$ cat config.mk
export PLATFORM = sky130hd
export DESIGN_NAME = mac_sequencer
export DESIGN_NICKNAME = d
export VERILOG_FILES = /design/src/rtl/mac_pkg.sv /design/src/rtl/mac_datapath.sv /design/src/rtl/mac_sequencer.sv
export SDC_FILE = /design/constraint.sdc
export NUM_CORES = 1
export LEC_CHECK = 0
export CAP_MARGIN = 0
export CORE_ASPECT_RATIO = 0.8
export CORE_MARGIN = 3
export CORE_UTILIZATION = 40
export DETAILED_ROUTE_END_ITERATION = 10
export GPL_TIMING_DRIVEN = 0
export PLACE_DENSITY = 0.61
export SYNTH_ARGS = -nofsm -noshare
export SYNTH_HDL_FRONTEND = slang
export SYNTH_HIERARCHICAL = 1
export SYNTH_SLANG_ARGS = --single-unit
$ cat constraint.sdc
create_clock -name clk -period 12.8 [get_ports clk]
set_input_delay 2.56 -clock clk [delete_from_list [all_inputs] [get_ports clk]]
set_output_delay 2.56 -clock clk [all_outputs]
set_load 0.1 [all_outputs]
$ cat src/rtl/mac_pkg.sv
// Shared types and constants for the MAC sequencer: FSM encoding, default widths,
// and saturation limits for the default accumulator width.
package mac_pkg;

  typedef enum logic [1:0] {
    ST_IDLE  = 2'd0,
    ST_ISSUE = 2'd1,
    ST_DRAIN = 2'd2,
    ST_DONE  = 2'd3
  } state_t;

  localparam int DEF_ADDR_W = 5;
  localparam int DEF_DATA_W = 16;
  localparam int DEF_ACC_W  = 40;

  localparam logic [DEF_ACC_W-1:0] SAT_MAX = {1'b0, {(DEF_ACC_W-1){1'b1}}};
  localparam logic [DEF_ACC_W-1:0] SAT_MIN = {1'b1, {(DEF_ACC_W-1){1'b0}}};

endpackage

$ cat src/rtl/mac_datapath.sv
// Product register and accumulator with overflow detection.
// MAC_SEQ_SATURATE_EN: clamp to signed max/min on overflow; otherwise wrap.
module mac_datapath
  import mac_pkg::*;
#(
  parameter int DATA_W = DEF_DATA_W,
  parameter int ACC_W  = DEF_ACC_W
) (
  input  logic              clk,
  input  logic              rst,
  input  logic              clr,
  input  logic              in_valid,
  input  logic [DATA_W-1:0] data_a,
  input  logic [DATA_W-1:0] data_b,
  output logic [ACC_W-1:0]  acc,
  output logic              ovf
);

`ifdef MAC_SEQ_SATURATE_EN
  localparam logic [ACC_W-1:0] ACC_MAX = {1'b0, {(ACC_W-1){1'b1}}};
  localparam logic [ACC_W-1:0] ACC_MIN = {1'b1, {(ACC_W-1){1'b0}}};
`endif

  logic [2*DATA_W-1:0] a_ext;
  logic [2*DATA_W-1:0] b_ext;
  logic [2*DATA_W-1:0] prod;
  logic                prod_valid;
  logic [ACC_W:0]      sum;
  logic                sum_ovf;
  logic [ACC_W-1:0]    acc_next;

  // One guard bit above the accumulator: overflow shows as guard != sign.
  always_comb begin
    a_ext    = {{DATA_W{data_a[DATA_W-1]}}, data_a};
    b_ext    = {{DATA_W{data_b[DATA_W-1]}}, data_b};
    sum      = {acc[ACC_W-1], acc}
             + {{(ACC_W+1-2*DATA_W){prod[2*DATA_W-1]}}, prod};
    sum_ovf  = sum[ACC_W] ^ sum[ACC_W-1];
    acc_next = sum[ACC_W-1:0];
`ifdef MAC_SEQ_SATURATE_EN
    if (sum_ovf) begin
      acc_next = sum[ACC_W] ? ACC_MIN : ACC_MAX;
    end
`endif
  end

  always_ff @(posedge clk) begin
    if (rst) begin
      prod       <= '0;
      prod_valid <= 1'b0;
      acc        <= '0;
      ovf        <= 1'b0;
    end else begin
      prod_valid <= in_valid;
      if (in_valid) begin
        prod <= a_ext * b_ext;
      end
      if (clr) begin
        acc <= '0;
        ovf <= 1'b0;
      end else if (prod_valid) begin
        acc <= acc_next;
        if (sum_ovf) begin
          ovf <= 1'b1;
        end
      end
    end
  end

endmodule

$ cat src/rtl/mac_sequencer.sv
// Dot-product sequencer: walks two RAM address streams and feeds mac_datapath.
// Saturation behaviour selected by MAC_SEQ_SATURATE_EN inside mac_datapath.
module mac_sequencer
  import mac_pkg::*;
#(
  parameter int ADDR_W = DEF_ADDR_W,
  parameter int DATA_W = DEF_DATA_W,
  parameter int ACC_W  = DEF_ACC_W
) (
  input  logic              clk,
  input  logic              rst,
  input  logic              start,
  input  logic [ADDR_W-1:0] base_a,
  input  logic [ADDR_W-1:0] base_b,
  input  logic [ADDR_W:0]   len,
  output logic [ADDR_W-1:0] addr_a,
  output logic [ADDR_W-1:0] addr_b,
  output logic              we_a,
  output logic              we_b,
  input  logic [DATA_W-1:0] data_a,
  input  logic [DATA_W-1:0] data_b,
  output logic              busy,
  output logic              done,
  output logic [ACC_W-1:0]  acc_out,
  output logic              ovf
);

  state_t          state;
  logic [ADDR_W:0] remain;
  logic            drain_cnt;
  logic            rd_valid;
  logic            accept;

  assign we_a = 1'b0;
  assign we_b = 1'b0;

  // The done cycle is still part of the job, so a start there is ignored.
  assign accept = (state == ST_IDLE) && !done && start;

  always_ff @(posedge clk) begin
    if (rst) begin
      state     <= ST_IDLE;
      addr_a    <= '0;
      addr_b    <= '0;
      remain    <= '0;
      drain_cnt <= 1'b0;
      rd_valid  <= 1'b0;
      busy      <= 1'b0;
      done      <= 1'b0;
    end else begin
      rd_valid <= (state == ST_ISSUE);
      done     <= 1'b0;
      case (state)
        ST_IDLE: begin
          if (accept) begin
            busy <= 1'b1;
            if (len == '0) begin
              state <= ST_DONE;
            end else begin
              state  <= ST_ISSUE;
              addr_a <= base_a;
              addr_b <= base_b;
              remain <= len - (ADDR_W+1)'(1);
            end
          end else begin
            busy <= 1'b0;
          end
        end
        ST_ISSUE: begin
          if (remain == '0) begin
            state     <= ST_DRAIN;
            drain_cnt <= 1'b0;
          end else begin
            addr_a <= addr_a + ADDR_W'(1);
            addr_b <= addr_b + ADDR_W'(1);
            remain <= remain - (ADDR_W+1)'(1);
          end
        end
        ST_DRAIN: begin
          if (drain_cnt) begin
            state <= ST_DONE;
          end else begin
            drain_cnt <= 1'b1;
          end
        end
        ST_DONE: begin
          done  <= 1'b1;
          state <= ST_IDLE;
        end
        default: state <= ST_IDLE;
      endcase
    end
  end

  mac_datapath #(
    .DATA_W(DATA_W),
    .ACC_W (ACC_W)
  ) u_datapath (
    .clk     (clk),
    .rst     (rst),
    .clr     (accept),
    .in_valid(rd_valid),
    .data_a  (data_a),
    .data_b  (data_b),
    .acc     (acc_out),
    .ovf     (ovf)
  );

endmodule
Word level (Yosys, flattened, before mapping)
Index checks and enable logic that the tools add are counted.
{ "word_totals": {"ff_bits": 96, "inputBits": 51} }
{ "op_classes": {"muxes": 21, "reduce_logical": 13, "n_addsub": 5, "multipliers": 1, "n_bitwise": 1, "n_eq_ne": 8} }
{ "op_table": {"columns": ["operator", "n"], "rows": [
  ["40-bit by 32-bit adder with 41-bit output", 1],
  ["16-bit by 16-bit multiplier with 32-bit output", 1],
  ["5-bit 2-to-1 mux", 6],
  ["5-bit one-hot mux with 2 select lines", 2],
  ["6-bit 2-to-1 mux", 3],
  ["6-bit zero test", 2],
  ["6-bit one-hot mux with 2 select lines", 1],
  ["6-bit by 1-bit subtractor with 6-bit output, second input constant", 2],
  ["5-bit by 1-bit adder with 5-bit output, second input constant", 2],
  ["2-bit 2-to-1 mux", 4],
  ["2-bit != test, second input constant", 4],
  ["2-bit one-hot mux with 4 select lines", 1],
  ["2-bit == test, second input constant", 2],
  ["2-bit AND reduction", 2],
  ["4-bit AND reduction", 1],
  ["2-bit nonzero test", 2],
  ["1-bit 2-to-1 mux", 3],
  ["3-bit AND reduction", 1],
  ["2-bit by 1-bit == test with 1-bit output, second input constant", 1],
  ["1-bit logical AND", 2],
  ["2-bit zero test", 1],
  ["2-bit by 1-bit != test with 1-bit output, second input constant", 1],
  ["1-bit one-hot mux with 2 select lines", 1],
  ["2-bit OR reduction", 1],
  ["2 further kinds", 2]
]} }

Logic depth before layout (Yosys ltp)
Gate-level depths: netlist of the first run.
{ "logic_depth": {"word_depth": 5, "depth_mapped": 24, "depth_no_buf": 23} }

By module
Netlist of the first run, hierarchy kept.
{ "by_module_without_submodules": {"columns": ["module", "n_inst", "area_per_inst_um2", "cells_per_inst", "seq_area_each_um2"], "rows": [
  ["mac_datapath", 1, 14505.2, 1620, 1481.4],
  ["mac_sequencer", 1, 1465.2, 165, 440.4]
]} }

Worst setup path before layout of the first run
Ideal clock, no wire load.
{ "synth_path": {"path_kind": "input-to-reg", "start": "input port data_a[15]", "end": "register u_datapath.prod[29]", "stages": 21, "t_arrival_ps": 8262, "t_required_ps": 12672, "n_path_buf": 1, "slack_ps": 4411, "cell_sequence": "clkbuf_1 -> nand2_1 -> inv_1 -> fa_1 -> fa_1 -> fa_1 -> fa_1 -> fa_1 -> inv_1 -> fa_1 -> inv_1 -> ha_1 -> a21o_1 -> a21o_1 -> a21o_1 -> a2bb2oi_1 -> a31oi_1 -> o21a_1 -> or3_1 -> a31oi_1 -> nor2_1"} }
{ "synth_between": {"elab_chain_cells": 1} }
{ "synth_lines": {"columns": ["item", "line", "source"], "rows": [
  ["start, declared", "mac_sequencer.sv:20", "input logic [DATA_W-1:0] data_a,"],
  ["16-bit by 16-bit multiplier with 32-bit output", "mac_datapath.sv:56", "prod <= a_ext * b_ext;"],
  ["end signal, assigned", "mac_datapath.sv:56", null],
  ["end, declared", "mac_datapath.sv:26", "logic [2*DATA_W-1:0] prod;"]
]} }
Every way passes these cells.
A chain may end at the register's enable or synchronous reset.

Worst setup path after layout of the first run
{ "layout_path": {"start": "input port data_a[9]", "end": "register u_datapath.prod[29]"} }
Same word-level chain as after synthesis.

==> results of run 1 <==
-- critical path, delay by kind of cell --
| family | cells | cell delay (ps) |
|---|---|---|
| simple gates | 4 | 770 |
| fa+ha+maj | 7 | 3430 |
| buf+inv | 5 | 1410 |
| compound gates | 6 | 1510 |
-- flip-flops by register name, summed over array words and instances (netlist names) --
register	flops
u_datapath/acc	40
u_datapath/prod	32
remain	6
addr_a	5
addr_b	5
state	2
busy	1
done	1
drain_cnt	1
rd_valid	1
u_datapath/ovf	1
u_datapath/prod_valid	1
-- metal layers --
metal | global-route usage | up-vias | share of wire
li1 | - | 5932 | -
met1 | 0.275 | 6281 | 0.46
met2 | 0.330 | 250 | 0.47
met3 | 0.0335 | 31 | 0.050
met4 | 0.0346 | 0 | 0.012
met5 | 0 | - | 0
-- area by class of cell --
class	count	area share
Multi-Input combinational cell	1305	0.700
Antenna cell	1	0.000139
Timing Repair Buffer	102	0.0569
Inverter	310	0.0648
Sequential cell	96	0.107
Tap cell	528	0.0368
Clock buffer	10	0.0128
Clock inverter	6	0.00383
Buffer	75	0.0176
-- Yosys cell counts, types with 17 or more instances --
library cell                 n  share of area
sky130_fd_sc_hd__a21o_1     34          0.016
sky130_fd_sc_hd__clkbuf_1   61          0.014
sky130_fd_sc_hd__nand3_1    17         0.0053
sky130_fd_sc_hd__fa_1      263           0.33
sky130_fd_sc_hd__nor2_1    111          0.026
sky130_fd_sc_hd__nand2b_1   19         0.0074
sky130_fd_sc_hd__xnor2_1    50          0.027
sky130_fd_sc_hd__xor2_1     20          0.011
sky130_fd_sc_hd__nand2_1   160          0.038
sky130_fd_sc_hd__o21ai_0    39          0.012
sky130_fd_sc_hd__dfxtp_1    96           0.12
sky130_fd_sc_hd__inv_1     310          0.073
sky130_fd_sc_hd__mux2i_1    62          0.039
sky130_fd_sc_hd__ha_1      130           0.10
sky130_fd_sc_hd__and2_1    130          0.051
sky130_fd_sc_hd__a21oi_1    65          0.020
-- cells by family after synthesis --
| group | Yosys count | synth area share |
|---|---|---|
| and+or+nand+nor | 515 | 0.162 |
| DFF | 96 | 0.120 |
| buffers and inverters | 385 | 0.0927 |
| other | 1 | 0.000235 |
| xor gates and xnor gates | 70 | 0.0384 |
| AOI/OAI and AO/OA | 263 | 0.116 |
| adders and majority gates | 393 | 0.432 |
| muxes | 62 | 0.0389 |
-- through the flow --
step / util / instance area (sq um)
floorplan: - / 16000
global placement: 0.455 / 17700
detailed placement: 0.455 / 17700
CTS: 0.462 / 18000
global route: 0.462 / 18000
finish: 0.462 / 18000
-- worst paths after layout --
kind,start,endpoint,slack [ps],cells past startpoint
max,data_a[9],u_datapath/prod[29],3310,22
min,u_datapath/ovf,u_datapath/ovf,450,2
max reg2reg,u_datapath/acc[0],u_datapath/acc[32],9460,12
min reg2reg,u_datapath/ovf,u_datapath/ovf,450,2
==> impl_metrics.yaml, run 1 <==
status:
  outcome: "complete, no violations"
logic_synthesis:
  synth-edff-count: 0
  ys_ff_latch: 96
  synthesis.yosys.warnings: 6
  mappedNetlistArea_sq_um: 16000
  seq_area_frac_synth: 0.120
  avgSynthCellArea_sq_um: 8.95
  synth.distinct_cells: 80
  synth-main-ff-cell: "sky130_fd_sc_hd__dfxtp_1"
  synth_async_sr_flop_share: 0
  synthCells: 1785
clocking:
  worst_setup_hold_path_clk_slew_ps: 70
  cts-resized-gates: 0
  maximum_level_of_the_cts_h_tree: 3
  cts-hold-fix-buffers: 0
  cts-buffers-inserted: 9
  clk_path_buf_depth: 2
  cts-root-buf: "sky130_fd_sc_hd__clkbuf_16"
  postCtsSetupRepairBufs: 0
  tritoncts: "yes"
  clock_insertion_delay_worst_skew_ps: 370
  cts_num_sinks: 96
placement:
  port_buffers: 102
  preCtsSetupSlack_ps: 3050
  gp_congestion: 0.914
  dp.cells: 2416
  hpwl_reported_at_the_end_of_detailed_placement_um: 34300
floorplan:
  dieArea_sq_um: 42400
  die_outline_width_um: 229
  io-pin-count: 106
  rows: 64
  initial_utilization: 0.411
  die_h_um: 185
  core_area_sq_um: 38800
detailed_routing:
  drt-vias-per-instance: 5.14
  first_pass_iters: 5
  postRouteWirelength_um: 40800
  dr.first_iter.drc_count: 643
  via_count: 12494
  antenna_violating_nets_post_route: 0
  drt_drc_violations_left: 0
  route.detailed.wl_per_inst_um: 16.8
layout:
  final_common_cell: "sky130_fd_sc_hd__inv_1"
  drive_gt1_frac: 0.0284
  multiInputGateArea_sq_um: 12600
  seq_cell_area_sq_um: 1920
  filler_cell_count: 3865
  mostFrequentLayoutCells: "sky130_fd_sc_hd__inv_1 (310), sky130_fd_sc_hd__fa_1 (263), sky130_fd_sc_hd__nand2_1 (160), sky130_fd_sc_hd__and2_1 (130), sky130_fd_sc_hd__ha_1 (130)"
  post_layout_nonfiller_instances: 2433
  layout-area-overhead-vs-synth_pct: 12.4
  final_net_count: 2343
timing:
  hold_slack_ps: 453
  finalSetupTns_ps: 0
  timing_max_transition_violations_final: 0
  grt_setup_unrepaired: "false"
  timing.final.setup_violations: 0
  transition_time_of_the_tightest_slew_check_pin_ps: 995
  fin_worst_skew_ps: 9.46
  max_clock_freq_ghz: 0.105
  final.setup.worst_slack_ps: 3310
  slew_headroom: 0.335
  timing.final.crit_period_ps: 9490
  timing.final.crit_share: 0.741
  hold_viol: 0
global_route:
  grt_start_max_net_pins: 17
  grt_overflow: 0
  grt_pass1_wl_um: 66900
  grt_pass1_vias: 12692
  grt_antenna_before_repair: 1
  groute.usage.overall: 0.198
run:
  cap_viol_max_count: 0
worst_setup_path:
  worst-endpoint-arrival_ps: 9720
  timing.critical_path.slowest_cell_delay_ps: 730
  crit_path_max_fanout: 10
  worstPathCellList: "clkdlybuf4s50_1 -> clkbuf_1 -> nand2_1 -> fa_1 -> fa_1 -> fa_1 -> fa_1 -> inv_1 -> fa_1 -> inv_1 -> fa_1 -> inv_1 -> ha_1 -> a21oi_1 -> and3b_1 -> a221oi_1 -> o211ai_1 -> a31oi_1 -> o21a_1 -> or3_1 -> a31oi_1 -> nor2_1"
  critical-path-slowest-cell: "sky130_fd_sc_hd__clkdlybuf4s50_1"
  critical_path.endpoint_type: "register"
  critical-path-top-cell-by-count: "sky130_fd_sc_hd__fa_1"
  critical_path.startpoint_type: "input pin"
  cp_data_required_time_ps: 13030
  timing_worst_setup_path_type: "in2reg"
min_path:
  holdCritPathClass: "reg2reg"
Power of run 1 is not shown: default switching activity piles up to over one toggle a cycle in this logic, so the estimate is an artifact.
==> inputs of run 2 (changes only) <==
==> constraint.sdc (replaced) <==
create_clock -name clk -period 9.6 [get_ports clk]
set_input_delay 1.92 -clock clk [delete_from_list [all_inputs] [get_ports clk]]
set_output_delay 1.92 -clock clk [all_outputs]
set_load 0.1 [all_outputs]
==> results of run 2 <==
The final DEF is identical to that of run 1. Status: complete, no violations.
Main changes from that run: setup slack after placement 3050 ps -> 485 ps; setup slack after layout 3310 ps -> 750 ps; register-to-register setup slack 9460 ps -> 6260 ps
Power of run 2 is left out for the same reason.
==> inputs of run 3 (changes only) <==
--- a/config.mk
+++ b/config.mk
@@ -10,7 +10,6 @@
 export CORE_MARGIN = 3
 export CORE_UTILIZATION = 40
 export DETAILED_ROUTE_END_ITERATION = 10
-export GPL_TIMING_DRIVEN = 0
 export PLACE_DENSITY = 0.61
 export SYNTH_ARGS = -nofsm -noshare
 export SYNTH_HDL_FRONTEND = slang
==> run 3 against run 2 <==
Against the previous run:
- register-to-register slack improved by 170 ps
- first-iteration DRC count fell by 3.4%
- non-clock buffer count fell by 65
- clock skew fell by 2.7 ps
- via count fell by 4.1%
- core utilization fell by 0.65 points
- fmax rose by 5.2%
- critical path depth fell by 1
- largest cell class unchanged
==> impl_metrics.yaml, run 3 (synthesized netlist as in run 1, its figures left out) <==
timing:
  hold_viol: 0
  timing.final.setup_violations: 0
  finalSetupTns_ps: 0
  max_clock_freq_ghz: 0.119
  timing_max_transition_violations_final: 0
  timing.final.crit_period_ps: 8410
  timing.final.crit_share: 0.877
  transition_time_of_the_tightest_slew_check_pin_ps: 1010
  grt_setup_unrepaired: "false"
  fin_worst_skew_ps: 6.74
  slew_headroom: 0.326
layout:
  layout-area-overhead-vs-synth_pct: 10.8
  final_net_count: 2278
  insertedDiodeCount: 0
  filler_cell_count: 3772
  mostFrequentLayoutCells: "sky130_fd_sc_hd__inv_1 (310), sky130_fd_sc_hd__fa_1 (263), sky130_fd_sc_hd__nand2_1 (160), sky130_fd_sc_hd__and2_1 (130), sky130_fd_sc_hd__ha_1 (130)"
  drive_gt1_frac: 0.0315
  largest_reg_flops: 40
  reg_top3: "u_datapath/acc (40), u_datapath/prod (32), remain (6)"
  largest-register: "u_datapath/acc"
  final_common_cell: "sky130_fd_sc_hd__inv_1"
global_route:
  grt_pass1_vias: 12381
  grt_pass1_wl_um: 62000
  grt_antenna_before_repair: 0
  groute.usage.overall: 0.177
  grt_start_max_net_pins: 64
  grt_overflow: 0
detailed_routing:
  drt_drc_violations_left: 0
  first_pass_iters: 5
  drt-vias-per-instance: 5.06
  dr.first_iter.drc_count: 621
  antenna_violating_nets_post_route: 0
  via_count: 11978
  route.detailed.wl_per_inst_um: 15.3
  postRouteWirelength_um: 36200
status:
  outcome: "complete, no violations"
clocking:
  cts-resized-gates: 0
  clk_path_buf_depth: 2
  cts-buffers-inserted: 9
  cts_num_sinks: 96
  tritoncts: "yes"
  clock_insertion_delay_worst_skew_ps: 370
  postCtsSetupRepairBufs: 0
  maximum_level_of_the_cts_h_tree: 3
  worst_setup_hold_path_clk_slew_ps: 70
  cts-root-buf: "sky130_fd_sc_hd__clkbuf_16"
  cts-hold-fix-buffers: 0
placement:
  gp_congestion: 0.847
  port_buffers: 103
  hpwl_reported_at_the_end_of_detailed_placement_um: 29800
run:
  cap_viol_max_count: 0
floorplan:
  io-pin-count: 106
  initial_utilization: 0.411
  die_outline_width_um: 229
  rows: 64
  dieArea_sq_um: 42400
  core_area_sq_um: 38800
  die_h_um: 185
worst_setup_path:
  crit_path_max_fanout: 16
  critical_path.endpoint_type: "register"
  timing_worst_setup_path_type: "in2reg"
  cp_data_required_time_ps: 9830
  critical_path.startpoint_type: "input pin"
  worst-endpoint-arrival_ps: 8640
min_path:
  holdCritPathClass: "reg2reg"
==> run 3: cell types whose count changed in the layout (fill, tap and decap cells not counted), sizes merged <==
cell      previous run  this run
buf                 14        10
bufinv               1         0
clkbuf              71         9
clkinv               0         1
clkinvlp             4         3
diode                1         0
inv                311       313
==> run 3: routing by layer <==
metal / part of all wire / track usage / wire, um
met1: 0.46 / 0.239 / 16600
met2: 0.50 / 0.310 / 18100
met3: 0.030 / 0.0210 / 1090
met4: 0.014 / 0.0329 / 499
met5: 0 / 0 / 0
==> run 3: layout make-up <==
type	count	area, sq um	share of cell area
Sequential cell	96	1920	0.109
Multi-Input combinational cell	1305	12600	0.710
Clock inverter	7	62.6	0.00353
Inverter	310	1160	0.0657
Tap cell	528	661	0.0373
Clock buffer	9	225	0.0127
Timing Repair Buffer	112	1090	0.0618
==> run 3: metrics by stage <==
stage | cell area [sq um] | utilization | hold slack [ps] | std cells | setup slack (ps)
final | 17700 | 0.456 | 464 | 2367 | 1190
after global routing | 17700 | 0.456 | 487 | 2367 | 826
after CTS | 17700 | 0.456 | 470 | 2367 | 1200
after detailed placement | 17400 | 0.448 | 457 | 2351 | 804
after global placement | 17400 | 0.448 | 447 | 2351 | 889
after floorplan | 16000 | - | 429 | 1786 | 1850
==> run 3: critical path, stage by stage <==
cell and delay [ps]:
sky130_fd_sc_hd__clkdlybuf4s50_1 860, sky130_fd_sc_hd__nand2_1 180, sky130_fd_sc_hd__inv_1 120, sky130_fd_sc_hd__fa_1 550, sky130_fd_sc_hd__fa_1 900, sky130_fd_sc_hd__fa_1 530
sky130_fd_sc_hd__fa_1 500, sky130_fd_sc_hd__fa_1 490, sky130_fd_sc_hd__inv_1 50, sky130_fd_sc_hd__fa_1 470, sky130_fd_sc_hd__inv_1 40, sky130_fd_sc_hd__ha_1 340
sky130_fd_sc_hd__a21o_1 180, sky130_fd_sc_hd__a21o_1 160, sky130_fd_sc_hd__a21o_1 180, sky130_fd_sc_hd__a2bb2oi_1 320, sky130_fd_sc_hd__a31oi_1 140, sky130_fd_sc_hd__o21a_1 200
sky130_fd_sc_hd__or3_1 300, sky130_fd_sc_hd__a31oi_1 160, sky130_fd_sc_hd__nor2_1 50
==> run 3: final timing paths <==
kind | endpoint | startpoint | slack [ps] | cells past startpoint
hold reg to reg | u_datapath/ovf | u_datapath/ovf | 460 | 2
setup / recovery | u_datapath/prod[29] | data_b[2] | 1190 | 21
setup reg to reg | u_datapath/acc[32] | u_datapath/acc[0] | 6430 | 12
hold / removal | u_datapath/ovf | u_datapath/ovf | 460 | 2
Power of run 3 is left out for the same reason.
